## src/rtl/dcf77_pkg.sv

```systemverilog
// Shared types and telegram bit positions for the DCF77 frame sequencer.
// Bit positions are absolute second numbers within the minute telegram.
package dcf77_pkg;

    typedef enum logic [1:0] {
        SYNC    = 2'd0,
        COLLECT = 2'd1,
        CHECK   = 2'd2
    } state_t;

    localparam int FRAME_BITS = 59;

    // Start-of-time bit; everything below it (except bit 0) is not needed.
    localparam int TEL_LO  = 20;

    localparam int MIN_LO  = 21;
    localparam int MIN_HI  = 27;
    localparam int P1      = 28;
    localparam int HOUR_LO = 29;
    localparam int HOUR_HI = 34;
    localparam int P2      = 35;
    localparam int DAY_LO  = 36;
    localparam int DAY_HI  = 41;
    localparam int WDAY_LO = 42;
    localparam int WDAY_HI = 44;
    localparam int MON_LO  = 45;
    localparam int MON_HI  = 49;
    localparam int YEAR_LO = 50;
    localparam int YEAR_HI = 57;
    localparam int P3      = 58;

    function automatic logic digit_gt9(input logic [3:0] d);
        return d > 4'd9;
    endfunction

endpackage

```

## src/rtl/dcf77_gap_timer.sv

```systemverilog
// Gap timer: counts 1 ms ticks since the last decoded second and flags the
// minute marker (missing second 59) and loss of signal.
module dcf77_gap_timer #(
    parameter int GAP_MS  = 1500,
    parameter int LOSS_MS = 2500,
    parameter int CNT_W   = 12
) (
    input  logic clk_in,
    input  logic rst_n_in,
    input  logic tick_in,
    input  logic flag_in,
    output logic marker_out,
    output logic loss_out
);

    localparam logic [CNT_W-1:0] GAP_PRE  = CNT_W'(GAP_MS - 1);
    localparam logic [CNT_W-1:0] LOSS_PRE = CNT_W'(LOSS_MS - 1);
    localparam logic [CNT_W-1:0] LOSS_MAX = CNT_W'(LOSS_MS);

    logic [CNT_W-1:0] cnt;
    logic             armed;

    // A marker is only meaningful as a gap after at least one received
    // second, so a silent input after reset never looks like a minute edge.
    assign marker_out = tick_in && !flag_in && armed && (cnt == GAP_PRE);
    assign loss_out   = tick_in && !flag_in && (cnt == LOSS_PRE);

    // Flag clears the count (and wins over a coincident tick); ticks saturate at LOSS_MS.
    always_ff @(posedge clk_in or negedge rst_n_in) begin
        if (!rst_n_in) begin
            cnt   <= '0;
            armed <= 1'b0;
        end else if (flag_in) begin
            cnt   <= '0;
            armed <= 1'b1;
        end else if (tick_in && (cnt != LOSS_MAX)) begin
            cnt <= cnt + 1'b1;
        end
    end

endmodule

```

## src/rtl/dcf77_frame_sequencer.sv

```systemverilog
// DCF77 frame sequencer: frames the decoded second stream on minute markers,
// checks start bits and parity, and publishes validated BCD time/date.
// Optional build macro DCF77_RANGE_CHECK_EN adds BCD digit and field range
// checks to frame acceptance.
//
// state   | meaning
// --------+-----------------------------------------------------------
// SYNC    | no minute marker yet (or signal lost); flags ignored
// COLLECT | storing one bit per flag at position idx
// CHECK   | single cycle: judge the finished frame, restart at idx 0
module dcf77_frame_sequencer
    import dcf77_pkg::*;
#(
    parameter int GAP_MS  = 1500,
    parameter int LOSS_MS = 2500,
    parameter int CNT_W   = 12
) (
    input  logic       clk_in,
    input  logic       rst_n_in,
    input  logic       tick_in,
    input  logic       bit_in,
    input  logic       flag_in,
    output logic [6:0] min_out,
    output logic [5:0] hour_out,
    output logic [5:0] day_out,
    output logic [2:0] wday_out,
    output logic [4:0] month_out,
    output logic [7:0] year_out,
    output logic       valid_out,
    output logic       synced_out,
    output logic       err_out
);

    state_t                       state;
    logic [5:0]                   idx;
    logic                         start_bit;
    logic [FRAME_BITS-1:TEL_LO]   tel;
    logic                         marker;
    logic                         loss;
    logic                         frame_ok;
    logic                         range_ok;

    logic [6:0] f_min;
    logic [5:0] f_hour;
    logic [5:0] f_day;
    logic [2:0] f_wday;
    logic [4:0] f_mon;
    logic [7:0] f_year;

    dcf77_gap_timer #(
        .GAP_MS  (GAP_MS),
        .LOSS_MS (LOSS_MS),
        .CNT_W   (CNT_W)
    ) u_gap_timer (
        .clk_in     (clk_in),
        .rst_n_in   (rst_n_in),
        .tick_in    (tick_in),
        .flag_in    (flag_in),
        .marker_out (marker),
        .loss_out   (loss)
    );

    assign f_min  = tel[MIN_HI:MIN_LO];
    assign f_hour = tel[HOUR_HI:HOUR_LO];
    assign f_day  = tel[DAY_HI:DAY_LO];
    assign f_wday = tel[WDAY_HI:WDAY_LO];
    assign f_mon  = tel[MON_HI:MON_LO];
    assign f_year = tel[YEAR_HI:YEAR_LO];

`ifdef DCF77_RANGE_CHECK_EN
    // Reject non-decimal digits and calendar fields outside their legal range.
    always_comb begin
        range_ok = !( digit_gt9(f_min[3:0])  || (f_min[6:4] > 3'd5)
                   || digit_gt9(f_hour[3:0]) || (f_hour[5:4] == 2'd3)
                   || ((f_hour[5:4] == 2'd2) && (f_hour[3:0] > 4'd3))
                   || digit_gt9(f_day[3:0])  || (f_day == 6'h00)
                   || ((f_day[5:4] == 2'd3) && (f_day[3:0] > 4'd1))
                   || (f_wday == 3'd0)
                   || digit_gt9(f_mon[3:0])  || (f_mon == 5'h00)
                   || (f_mon[4] && (f_mon[3:0] > 4'd2))
                   || digit_gt9(f_year[3:0]) || digit_gt9(f_year[7:4]) );
    end
`else
    assign range_ok = 1'b1;
`endif

    // Frame is good with exactly 59 bits, correct start bits and even parity per block.
    assign frame_ok = (idx == 6'(FRAME_BITS)) && !start_bit && tel[TEL_LO]
                   && !(^tel[P1:MIN_LO]) && !(^tel[P2:HOUR_LO]) && !(^tel[P3:DAY_LO])
                   && range_ok;

    // Sequencing FSM with registered time outputs and status pulses.
    always_ff @(posedge clk_in or negedge rst_n_in) begin
        if (!rst_n_in) begin
            state      <= SYNC;
            idx        <= '0;
            start_bit  <= 1'b0;
            tel        <= '0;
            min_out    <= '0;
            hour_out   <= '0;
            day_out    <= '0;
            wday_out   <= '0;
            month_out  <= '0;
            year_out   <= '0;
            valid_out  <= 1'b0;
            synced_out <= 1'b0;
            err_out    <= 1'b0;
        end else begin
            valid_out <= 1'b0;
            err_out   <= 1'b0;
            case (state)
                SYNC: begin
                    if (marker) begin
                        state      <= COLLECT;
                        idx        <= '0;
                        synced_out <= 1'b1;
                    end
                end
                COLLECT: begin
                    if (loss) begin
                        state      <= SYNC;
                        synced_out <= 1'b0;
                    end else if (marker) begin
                        state <= CHECK;
                    end else if (flag_in) begin
                        if (idx == 6'(FRAME_BITS)) begin
                            // A 60th second (leap second) cannot be framed.
                            err_out <= 1'b1;
                            state   <= SYNC;
                        end else begin
                            if (idx == 6'd0) begin
                                start_bit <= bit_in;
                            end else if (idx >= 6'(TEL_LO)) begin
                                tel[idx] <= bit_in;
                            end
                            idx <= idx + 6'd1;
                        end
                    end
                end
                CHECK: begin
                    state <= COLLECT;
                    if (frame_ok) begin
                        min_out   <= f_min;
                        hour_out  <= f_hour;
                        day_out   <= f_day;
                        wday_out  <= f_wday;
                        month_out <= f_mon;
                        year_out  <= f_year;
                        valid_out <= 1'b1;
                    end else begin
                        err_out <= 1'b1;
                    end
                    // The first second of the next minute may already be arriving.
                    if (flag_in) begin
                        start_bit <= bit_in;
                        idx       <= 6'd1;
                    end else begin
                        idx <= '0;
                    end
                end
                default: begin
                    state <= SYNC;
                end
            endcase
        end
    end

endmodule
```

## config.mk

```make
export PLATFORM = sky130hd
export DESIGN_NAME = dcf77_frame_sequencer
export DESIGN_NICKNAME = d
export VERILOG_FILES = /design/src/rtl/dcf77_pkg.sv /design/src/rtl/dcf77_gap_timer.sv /design/src/rtl/dcf77_frame_sequencer.sv
export SDC_FILE = /design/constraint.sdc
export NUM_CORES = 1
export LEC_CHECK = 0
export BUFFER_PORTS_ARGS = -buffer_cell sky130_fd_sc_hd__buf_2
export CELL_PAD_IN_SITES_DETAIL_PLACEMENT = 1
export CELL_PAD_IN_SITES_GLOBAL_PLACEMENT = 1
export CORE_ASPECT_RATIO = 0.6
export CORE_MARGIN = 10
export CORE_UTILIZATION = 52
export CTS_CLUSTER_SIZE = 14
export DETAILED_ROUTE_END_ITERATION = 7
export GPL_TIMING_DRIVEN = 0
export MAX_ROUTING_LAYER = met4
export PLACE_DENSITY_LB_ADDON = 0.25
export SYNTH_ARGS = -nofsm -noshare
export SYNTH_HDL_FRONTEND = slang
export SYNTH_SLANG_ARGS = --single-unit
```

## constraint.sdc

```tcl
create_clock -name clk_in -period 6.2 [get_ports clk_in]
set_input_delay 1.24 -clock clk_in [delete_from_list [all_inputs] [get_ports clk_in]]
set_output_delay 1.24 -clock clk_in [all_outputs]
set_load 0.05 [all_outputs]
```

Yosys cells after proc, flatten, opt, wreduce, memory -nomap -nowiden

Index checks and enable logic that the tools add are counted.

Register bits after elaboration: 99
Logic and storage cells: 107
Output and inout port bits: 38
Bits of input ports: 5

Magnitude comparators: 3
Muxes and demuxes: 36
Reductions and logical operators: 31
Bitwise logic cells: 4
Add/sub/neg operators: 2
Equal/unequal tests: 16

Operators with widths:

| kind                                                                          | number |
|---|---|
| 39-bit bitwise mux                                                            | 1 |
| 6-bit two-way mux                                                             | 5 |
| 12-bit two-way mux                                                            | 2 |
| 23-bit XOR reduction                                                          | 1 |
| 6-bit one-hot mux with 3 select lines                                         | 1 |
| 1-bit two-way mux                                                             | 17 |
| 2-bit inequality test (second input constant)                                 | 8 |
| 7-bit AND reduction                                                           | 2 |
| 12-bit by 1-bit adder with 12-bit output (second input constant)              | 1 |
| 12-bit by 11-bit == test with 1-bit output (second input constant)            | 1 |
| 12-bit == test (second input constant)                                        | 1 |
| 12-bit inequality test (second input constant)                                | 1 |
| 1-bit logical AND                                                             | 11 |
| 2-bit two-way mux                                                             | 5 |
| 4-bit inequality test (second input constant)                                 | 2 |
| 8-bit XOR reduction                                                           | 1 |
| 6-bit by 7-bit less-than comparator with 1-bit output (second input constant) | 1 |
| 7-bit XOR reduction                                                           | 1 |
| 6-bit by 1-bit adder with 6-bit output (second input constant)                | 1 |
| 1-bit demux with 6-bit select                                                 | 1 |
| 6-bit == test (second input constant)                                         | 1 |
| 6-bit by 1-bit >= comparator with 1-bit output (second input constant)        | 1 |
| 6-bit by 5-bit >= comparator with 1-bit output (second input constant)        | 1 |
| 6-bit zero test                                                               | 1 |
| other kinds (12)                                                              | 24 |

Logic depth before layout (Yosys ltp)

Gate-level depths: netlist of run 1.

Depth after elaboration: 8
Gate-level depth with buffers: 9
Depth with buffers taken out: 7

Modules after synthesis

From an unflattened synthesis of run 1, not the netlist that was laid out.

Cells, all modules: 423
Area total of the unflattened synthesis: 4895.9 µm²

Modules (own cells, without submodules):

| module                | cells each | instances | area an instance (µm²) | seq. area each (µm²) |
|---|---|---|---|---|
| dcf77_frame_sequencer | 345        | 1         | 4169.0                 | 2152.1 |
| dcf77_gap_timer       | 78         | 1         | 726.9                  | 325.3 |

Worst setup path before layout of run 1

No wires, ideal clock.

Path type: in2reg
Start point: input flag_in
End point: register tel[53] (netlist name)
Slack: 3.256 ns
Arrival: 2.820 ns
Buffers on the path: 2
Library setup time: 0.125 ns
Cell stages on the path: 7
Data required time: 6.075 ns
Cells stage by stage: clkbuf_1 > inv_1 > or3_1 > clkbuf_1 > or2_1 > nor2_1 > mux2_2

Longest elaborated chain between the ends: 6
Elaborated cells between the ends (all ways): 8
Those cells by class: 2 x bitwise; 6 x reduce/logical

RTL lines:

| element                         | RTL line                                     | RTL |
|---|---|---|
| from (decl)                     | dcf77_frame_sequencer.sv:22                  | `input logic flag_in,` |
| 1-bit zero test                 | dcf77_gap_timer.sv:25, dcf77_gap_timer.sv:26 |  |
| 1-bit logical AND               | dcf77_gap_timer.sv:25, dcf77_gap_timer.sv:26 |  |
| 1-bit logical AND (2 in a row)  | dcf77_gap_timer.sv:25                        | `assign marker_out = tick_in && !flag_in && armed && (cnt == GAP_PRE);` |
| 1-bit inverter (no line)        | --                                           |  |
| 7-bit AND reduction (no line) * | --                                           |  |
| to (signal, indexed assignment) | dcf77_frame_sequencer.sv:134                 | `tel[idx] <= bit_in;` |
| to (decl)                       | dcf77_frame_sequencer.sv:37                  | `logic [FRAME_BITS-1:TEL_LO] tel;` |

Every way passes the cells marked *; elsewhere a longest branch is shown, timed or not.
A chain may end at the register's enable or synchronous reset.

Final worst setup path of run 1

Start point: input flag_in
End point: register tel[32] (netlist name)

The elaborated chain is that of the path after synthesis.

==> results of run 1 <==
==> worst max-delay path, cell delays in order <==
cell      delay [ns]
clkbuf_1        0.30
inv_1           0.22
or3_1           0.41
clkbuf_1        0.23
nand3b_1        0.39
nor2_1          0.22
mux2_2          0.35
==> registers in the layout (all words and copies together) (netlist names) <==
name	flops
day_out	6
err_out	1
hour_out	6
idx	6
min_out	7
month_out	5
start_bit	1
state	2
synced_out	1
tel	39
u_gap_timer.armed	1
u_gap_timer.cnt	12
valid_out	1
wday_out	3
year_out	8
==> cell usage in the layout, fill, tap and decap left out, drive strengths merged, types with 2 or more instances in the layout <==
| cell type | instances |
|---|---|
| nand2b | 4 |
| a21oi | 4 |
| nand3 | 16 |
| inv | 15 |
| nor2b | 2 |
| o22ai | 2 |
| clkbuf | 20 |
| nor2 | 45 |
| ha | 8 |
| a31o | 3 |
| nand2 | 18 |
| clkinv | 3 |
| xnor2 | 31 |
| nand4 | 4 |
| o21ai | 11 |
| mux2 | 75 |
| or2 | 4 |
| dfrtp | 99 |
| o21a | 2 |
| nand3b | 4 |
| nor3 | 17 |
| a31oi | 2 |
| xor2 | 12 |
| and3 | 2 |
| buf | 46 |
| or3 | 4 |
| nor4b | 2 |
==> worst max path at each step <==
stage / end / cells past startpoint / start / slack (ns)
after floorplan: tel[53]$_DFFE_PN0P_ / 7 / flag_in / 3.26
after global placement: tel[32]$_DFFE_PN0P_ / 7 / flag_in / 2.82
after detailed placement: tel[40]$_DFFE_PN0P_ / 7 / flag_in / 2.78
after CTS: tel[40]$_DFFE_PN0P_ / 7 / flag_in / 3.14
final: tel[32]$_DFFE_PN0P_ / 7 / flag_in / 3.06
after global routing: tel[40]$_DFFE_PN0P_ / 7 / flag_in / 2.98
==> layout make-up <==
class | count | share of cell area [%]
clock buffers | 10 | 4.30
clock inverters | 6 | 1.06
flip-flops and latches | 99 | 44.5
repair buffers | 41 | 4.14
well taps | 130 | 2.92
plain buffers | 15 | 1.64
inverters | 13 | 0.877
multi-input cells | 282 | 40.5
==> power by group through the flow <==
stage / Sequential, mW / Clock (mW) / Combinational, mW
after floorplan: 0.774 / 0 / 0.335
after global placement: 0.792 / 0 / 0.423
after detailed placement: 0.801 / 0 / 0.447
after CTS: 0.789 / 0.568 / 0.458
after global routing: 0.797 / 0.595 / 0.508
final: 0.790 / 0.555 / 0.463
==> logic make-up (layout without fill, tap and decap cells) <==
logic type / count (synthesis) / after routing / share of synthesized area [%]
AND/OR/NAND/NOR: 126 / 126 / 12.7
flip-flops: 99 / 99 / 50.9
multiplexers: 76 / 76 / 19.8
XOR/XNOR: 44 / 44 / 8.22
AO/OA/AOI/OAI: 28 / 28 / 3.54
buffers and inverters: 28 / 85 / 2.88
adder cells (fa/ha/maj): 8 / 8 / 2.06
==> metal layers <==
| metal | GRT usage (%) | routed length (um) |
|---|---|---|
| met5 | - | 0 |
| met2 | 29.9 | 5830 |
| met1 | 25.0 | 5890 |
| met3 | 4.58 | 638 |
| met4 | 5.33 | 161 |
==> cells in the mapped netlist, types with 3 or more instances <==
library cell	number	share of area [%]
nand4_1	4	0.51
o21ai_0	11	1.1
clkbuf_1	10	0.77
nand3b_1	4	0.62
mux2_2	46	11
buf_8	3	0.92
xnor2_1	31	5.6
nand2_1	18	1.4
nor2_1	45	3.5
xor2_1	12	2.2
nand3_1	15	1.5
or2_2	3	0.39
nand2b_1	4	0.51
mux2_4	29	8.9
a21oi_1	4	0.41
nor3_1	17	1.7
or3_1	4	0.51
dfrtp_1	99	51
ha_1	8	2.1
inv_1	13	1.0
a31o_2	3	0.54
==> through the flow <==
stage / total power, mW / instances / util [%]
floorplan: 1.11 / 409 / -
global placement: 1.22 / 579 / 57.2
detailed placement: 1.25 / 580 / 57.5
CTS: 1.81 / 596 / 60.7
global route: 1.90 / 596 / 60.7
finish: 1.81 / 596 / 60.7
==> metrics.txt, run 1 <==
Setup Fix Bufs, Post-CTS 0; I/O pin count 43; period utilization 50.6%; Max Clk Rate 0.319 GHz; Post-synth top flop dfrtp_1; post-synth net total 422; Slew HR 55.5%; worst r2r dst tel[32]$_DFFE_PN0P_; critical path class in2reg; WP data required 6.44 ns; sequential share of power 43.7%; cts hold-fix bufs 0; fin worst setup slack 3.06 ns; cell count after synthesis 409; worst hold slack 0.475 ns; Slew Viols, Final 0; Hold/Removal Path Class reg2reg; Worst-path clk slew 0.07 ns; GRT Total Usage 19.3%; number of setup violations in the final report 0; clock root cell clkbuf_16; Post-Route Setup TNS 0 ns; Port Buffers 40; start point of the worst min-delay path u_gap_timer.armed$_DFFE_PN0P_; final hold violations 0; Antenna Cells 0; Comb pwr share 25.6%; reg-to-reg setup timing slack 3.35 ns; drt wl/cell 21.0 um; initial drt markers 208; startpoint types input pin; H-tree levels 3; LEAKAGE 2.68 nW; placed inst area 5260 um2; vias 3,330; Core ar. 9160 um2; Sequential cell area 2480 um2; Cell Rows 27; Psw 0.603 mW; Pre-antenna DRT Iters 5; Syn. warnings 0; DRC Markers 0; EDFF count, synth 0; Synth Register Bits 99; Setup crit end kind flip-flop; cell internal pwr 1.20 mW; CP max FO 9; reg2reg start state[1]$_DFFE_PN0P_; DRT Wirelength 12,500 um; chip width 145 um; final net count 474; Max VDD drop 0.000169 V; outcome completed; Placer Congestion 0.904; proportion of power drawn by the clock network 30.7%; worst-margin pin slew 0.665 ns; initial antenna violation count 0; post-DP HPWL 9030 um; Synth Area per Inst 11.9 um2; Die Area 13,800 um2; first-pass GRT wire length 20,500 um; PwrDens 325 nW/um2; post-CTS sizing 0; CTS sink count 99; crit path DAT 3.37 ns; share of cells above drive strength 1 31.1%; Clock Path Buffers 2; Place WS 2.78 ns; async set or reset register ratio after synthesis 100%; Register-to-Register Path Depth 9; hold path depth 1; synth-to-layout area growth 14.2%; vias in the first global route 3,624; design area 5560 um2; die height 95.0 um; TritonCTS buffer count 9; Routed Antenna Nets 0; Multi-input gate area 2250 um2; vias per inst 5.59; CTS tree yes; Sw Share 33.4%; Congestion Overflow GR 0; Worst-Skew Late Latency 0.35 ns; max-cap violation count 0; Distinct cells, synth 41; Fillers 965; largest net degree at the start of global routing 51; RSZ-0062 raised after global routing false; Hold Path End u_gap_timer.armed$_DFFE_PN0P_; post-layout min period 3.14 ns; Seq/Total Area, Yosys 50.9%; Cell Area, Synth 4870 um2; skew final 0.0148 ns; Initial Utilization 53.2%
Note: power is estimated with default switching activity, not from simulation.
==> run 2, diff against run 1 <==
- CORE_UTILIZATION: 52 -> 48
- clock period: 6.2 -> 3 ns (I/O delays scaled with it)
==> run 2 against run 1 <==
  * Final cell count increased by 0.84%
  * Setup slack worse by 2.8 ns
  * First-iteration DRC count decreased by 2.4%
  * Clock-buffer cell count increased by 1
  * Design area rose by 0.23%
  * Worst hold slack worse by 0.19 ns
  * Critical endpoint is now tel[24]$_DFFE_PN0P_
  * Largest power group unchanged
  * Highest routed layer unchanged
==> metrics.txt, run 2 (same netlist as run 1, synthesis figures left out) <==
Hold/Removal Path Class in2async; vias 3,242; CP max FO 10; final net count 474; period utilization 92.7%; Placer Congestion 0.847; Pre-antenna DRT Iters 4; cts hold-fix bufs 0; share of cells above drive strength 1 30.9%; first-pass GRT wire length 19,400 um; Clock Path Buffers 2; Worst-Skew Late Latency 0.35 ns; LEAKAGE 2.68 nW; Critical Path Most Common Cell clkbuf_1; Max VDD drop 0.000448 V; H-tree levels 3; Worst-path clk slew 0.07 ns; design area 5570 um2; WP data required 3.23 ns; Setup crit end kind flip-flop; commonest non-fill, non-tap cell in the layout dfrtp_1; skew final 0.00697 ns; RSZ-0062 raised after global routing false; DRT Wirelength 11,900 um; startpoint types flip-flop; post-CTS sizing 0; Port Buffers 40; vias per inst 5.39; number of setup violations in the final report 0; Routed Antenna Nets 0; final hold violations 0; clock root cell clkbuf_16; Congestion Overflow GR 0; critical path's slowest cell dfrtp_1; reg-to-reg setup timing slack 0.22 ns; crit-path leading delay family simple AND/OR/NAND/NOR gates; Largest register FFs 39; reg2reg start state[1]$_DFFE_PN0P_; most frequent cells in the layout dfrtp_1 (99), mux2_2 (46), nor2_1 (45); post-layout min period 2.78 ns; initial drt markers 203; max-cap violation count 0; initial antenna violation count 0; I/O pin count 43; Buf+Inv Stages, Crit Path 3; Place WS 0.185 ns; Initial Utilization 49.3%; largest net degree at the start of global routing 52; outcome completed; drt wl/cell 19.9 um; Fillers 1,068; Cell Rows 28; synth-to-layout area growth 14.4%; Biggest register tel; Slew Viols, Final 0; CTS tree yes; Register-to-Register Path Depth 9; chip width 150 um; crit path DAT 3.01 ns; worst r2r dst tel[24]$_DFFE_PN0P_; Max Clk Rate 0.359 GHz; Post-Route Setup TNS 0 ns; PwrDens 674 nW/um2; Setup Fix Bufs, Post-CTS 0; crit-path cells inv_1, ha_1, clkbuf_1, o21ai_0, or3_1, clkbuf_1, nand3b_1, nor2_1, mux2_2; TritonCTS buffer count 9; placed cell count 585; Die Area 14,700 um2; total power 3.76 mW; vias in the first global route 3,515; worst-margin pin slew 0.652 ns; DRC Markers 0; Largest regs tel (39), u_gap_timer.cnt (12), year_out (8); Crit path largest cell delay 0.42 ns; CTS sink count 99; critical path class reg2reg; Antenna Cells 0; Core ar. 9880 um2; GRT Total Usage 17.1%; die height 98.0 um; post-DP HPWL 8620 um; Finished Layout Cells 601; Slew HR 56.2%; placed inst area 5270 um2; fin worst setup slack 0.218 ns
==> run 2: how the worst max path moves through the flow <==
stage | depth (start not counted) | from | slack, ns | to
after floorplan | 7 | flag_in | 0.70 | tel[53]$_DFFE_PN0P_
after global placement | 7 | flag_in | 0.24 | tel[24]$_DFFE_PN0P_
after detailed placement | 7 | flag_in | 0.19 | tel[24]$_DFFE_PN0P_
after CTS | 9 | state[1]$_DFFE_PN0P_ | 0.21 | tel[24]$_DFFE_PN0P_
after global routing | 9 | state[1]$_DFFE_PN0P_ | 0.06 | tel[33]$_DFFE_PN0P_
final | 9 | state[1]$_DFFE_PN0P_ | 0.22 | tel[24]$_DFFE_PN0P_
==> run 2: where the power goes <==
| part | leakage (nW) | switching (mW) | total, mW | internal [mW] |
|---|---|---|---|---|
| Sequential | 1.34 | 0.156 | 1.63 | 1.47 |
| Combinational | 1.19 | 0.526 | 0.939 | 0.413 |
| Clock | 0.144 | 0.513 | 1.19 | 0.674 |
| Total | 2.68 | 1.19 | 3.76 | 2.56 |
==> run 2: layer usage <==
metal,track usage (%),share of wire (%),up-vias
li1,-,-,1508
met1,22.9,50,1668
met2,25.2,44,51
met3,4.47,4.3,15
met4,4.54,1.0,0
met5,-,0,-
==> run 2: cell type report <==
class / count / area (um2) / area share, %
sequential: 99 / 2480 / 44.4
multi-input combinational: 282 / 2250 / 40.4
clock buffer: 11 / 243 / 4.35
timing repair buffer: 41 / 230 / 4.13
tap: 135 / 169 / 3.03
buffer: 15 / 91.3 / 1.64
clock inverter: 5 / 61.3 / 1.10
inverter: 13 / 48.8 / 0.875
==> run 2: per-stage QoR <==
step                utilization [%]  hold WS, ns
floorplan                         -        0.304
global placement               53.0        0.452
detailed placement             53.3        0.484
CTS                            56.4        0.295
global route                   56.4        0.308
finish                         56.4        0.280
==> run 3, diff against run 2 <==
- CELL_PAD_IN_SITES_GLOBAL_PLACEMENT: 1 -> 2
- CORE_UTILIZATION: 48 -> 40
==> run 3 against run 2 <==
  * Sequential power about the same
  * Sequential share of layout area down 0.060 points
  * Clock-buffer cell count down 1
  * Maximum frequency up 3.2%
  * Total power down 2.3%
  * Register-to-register slack better by 0.09 ns
  * Die area up 16%
  * Global-route usage down 2.4 points
==> metrics.txt, run 3 (same netlist as run 1, synthesis figures left out) <==
commonest non-fill, non-tap cell in the layout dfrtp_1; critical path class reg2reg; GRT Total Usage 14.8%; synth-to-layout area growth 14.6%; first-pass GRT wire length 19,500 um; Largest regs tel (39), u_gap_timer.cnt (12), year_out (8); post-DP HPWL 8770 um; DRC Markers 0; Placer Congestion 0.819; outcome completed; CTS tree yes; Pre-antenna DRT Iters 4; worst-margin pin slew 0.672 ns; cts hold-fix bufs 0; I/O pin count 43; crit path DAT 2.93 ns; Die Area 17,100 um2; grt met1 use 21.2%; largest net degree at the start of global routing 64; chip width 162 um; initial antenna violation count 0; Clock Path Buffers 2; grt met3 use 3.54%; Antenna Cells 0; Worst-path clk slew 0.07 ns; vias in the first global route 3,421; max-cap violation count 0; Cell Rows 31; post-CTS sizing 0; Setup crit end kind flip-flop; fin worst setup slack 0.305 ns; drt wl/cell 18.9 um; total power 3.67 mW; post-layout min period 2.70 ns; CTS sink count 99; Slew HR 54.6%; Port Buffers 40; vias per inst 5.13; Hold/Removal Path Class in2async; vias 3,232; GRT busiest layer met1; Routed Antenna Nets 0; Setup Fix Bufs, Post-CTS 0; crit-path cells inv_1, ha_1, o21ai_0, or3_1, clkbuf_1, nand3b_1, nor2_1, mux2_2; WP data required 3.23 ns; Slew Viols, Final 0; clock root cell clkbuf_16; number of setup violations in the final report 0; most frequent cells in the layout dfrtp_1 (99), mux2_2 (46), nor2_1 (45); LEAKAGE 2.66 nW; Crit path largest cell delay 0.43 ns; DRT Wirelength 11,900 um; Largest register FFs 39; skew final 0.00752 ns; Max VDD drop 0.000274 V; final core utilization 46.6%; die height 105 um; final hold violations 0; Max Clk Rate 0.371 GHz; share of cells above drive strength 1 31.0%; H-tree levels 3; period utilization 89.8%; design area 5580 um2; initial drt markers 162; final net count 473; Core ar. 12,000 um2; CP max FO 10; RSZ-0062 raised after global routing false; PwrDens 657 nW/um2; Place WS 0.125 ns; TritonCTS buffer count 9; met2 Usage GRT 20.6%; Congestion Overflow GR 0; startpoint types flip-flop; Biggest register tel; critical path's slowest cell dfrtp_1; Initial Utilization 40.6%; Post-Route Setup TNS 0 ns; Worst-Skew Late Latency 0.35 ns; placed inst area 5310 um2
## run 3: cell type report
| cell class | instances | area (um2) |
|---|---|---|
| Fill cell | 1298 | 6400 |
| Multi-Input combinational cell | 282 | 2250 |
| Sequential cell | 99 | 2480 |
| Tap cell | 165 | 206 |
| Clock inverter | 6 | 48.8 |
| Timing Repair Buffer | 41 | 230 |
| Inverter | 13 | 48.8 |
| Clock buffer | 10 | 229 |
| Buffer | 14 | 87.6 |
## run 3: worst max-delay path: cells and delay by family (launching register included)
family / cells / cell delay (ns)
mux: 1 / 0.35
buf+inv: 2 / 0.32
fa+ha+maj: 1 / 0.38
simple gates: 3 / 0.95
compound gates: 1 / 0.14
flops: 1 / 0.43
## run 3: worst paths after layout
path	start	to	slack [ns]	cells after the start
max	state[1]$_DFFE_PN0P_	tel[32]$_DFFE_PN0P_	0.30	8
min	rst_n_in	state[0]$_DFFE_PN0P_	0.22	1
max reg2reg	state[1]$_DFFE_PN0P_	tel[32]$_DFFE_PN0P_	0.30	8
min reg2reg	u_gap_timer.armed$_DFFE_PN0P_	u_gap_timer.armed$_DFFE_PN0P_	0.47	1
max in group asynchronous	rst_n_in	idx[5]$_DFFE_PN0P_	2.09	2
min in group clk_in	u_gap_timer.armed$_DFFE_PN0P_	u_gap_timer.armed$_DFFE_PN0P_	0.47	1
## run 3: where the power goes
part           total [mW]  internal [mW]  switching [mW]  leakage (nW)
Sequential           1.63           1.47           0.151          1.34
Clock                1.11          0.572           0.538         0.131
Combinational       0.934          0.414           0.520          1.19
Total                3.67           2.46            1.21          2.66
## run 3: metal layers
| metal | wire length (um) | part of all wire, % |
|---|---|---|
| met2 | 5110 | 43 |
| met5 | 0 | 0 |
| met4 | 99 | 0.83 |
| met1 | 6030 | 51 |
| met3 | 648 | 5.5 |
## run 3: per-stage QoR
step | cells | hold slack (ns)
6_report | 630 | 0.222
3_3_place_gp | 614 | 0.453
4_1_cts | 631 | 0.245
2_1_floorplan | 409 | 0.304
3_5_place_dp | 615 | 0.453
5_1_grt | 630 | 0.260
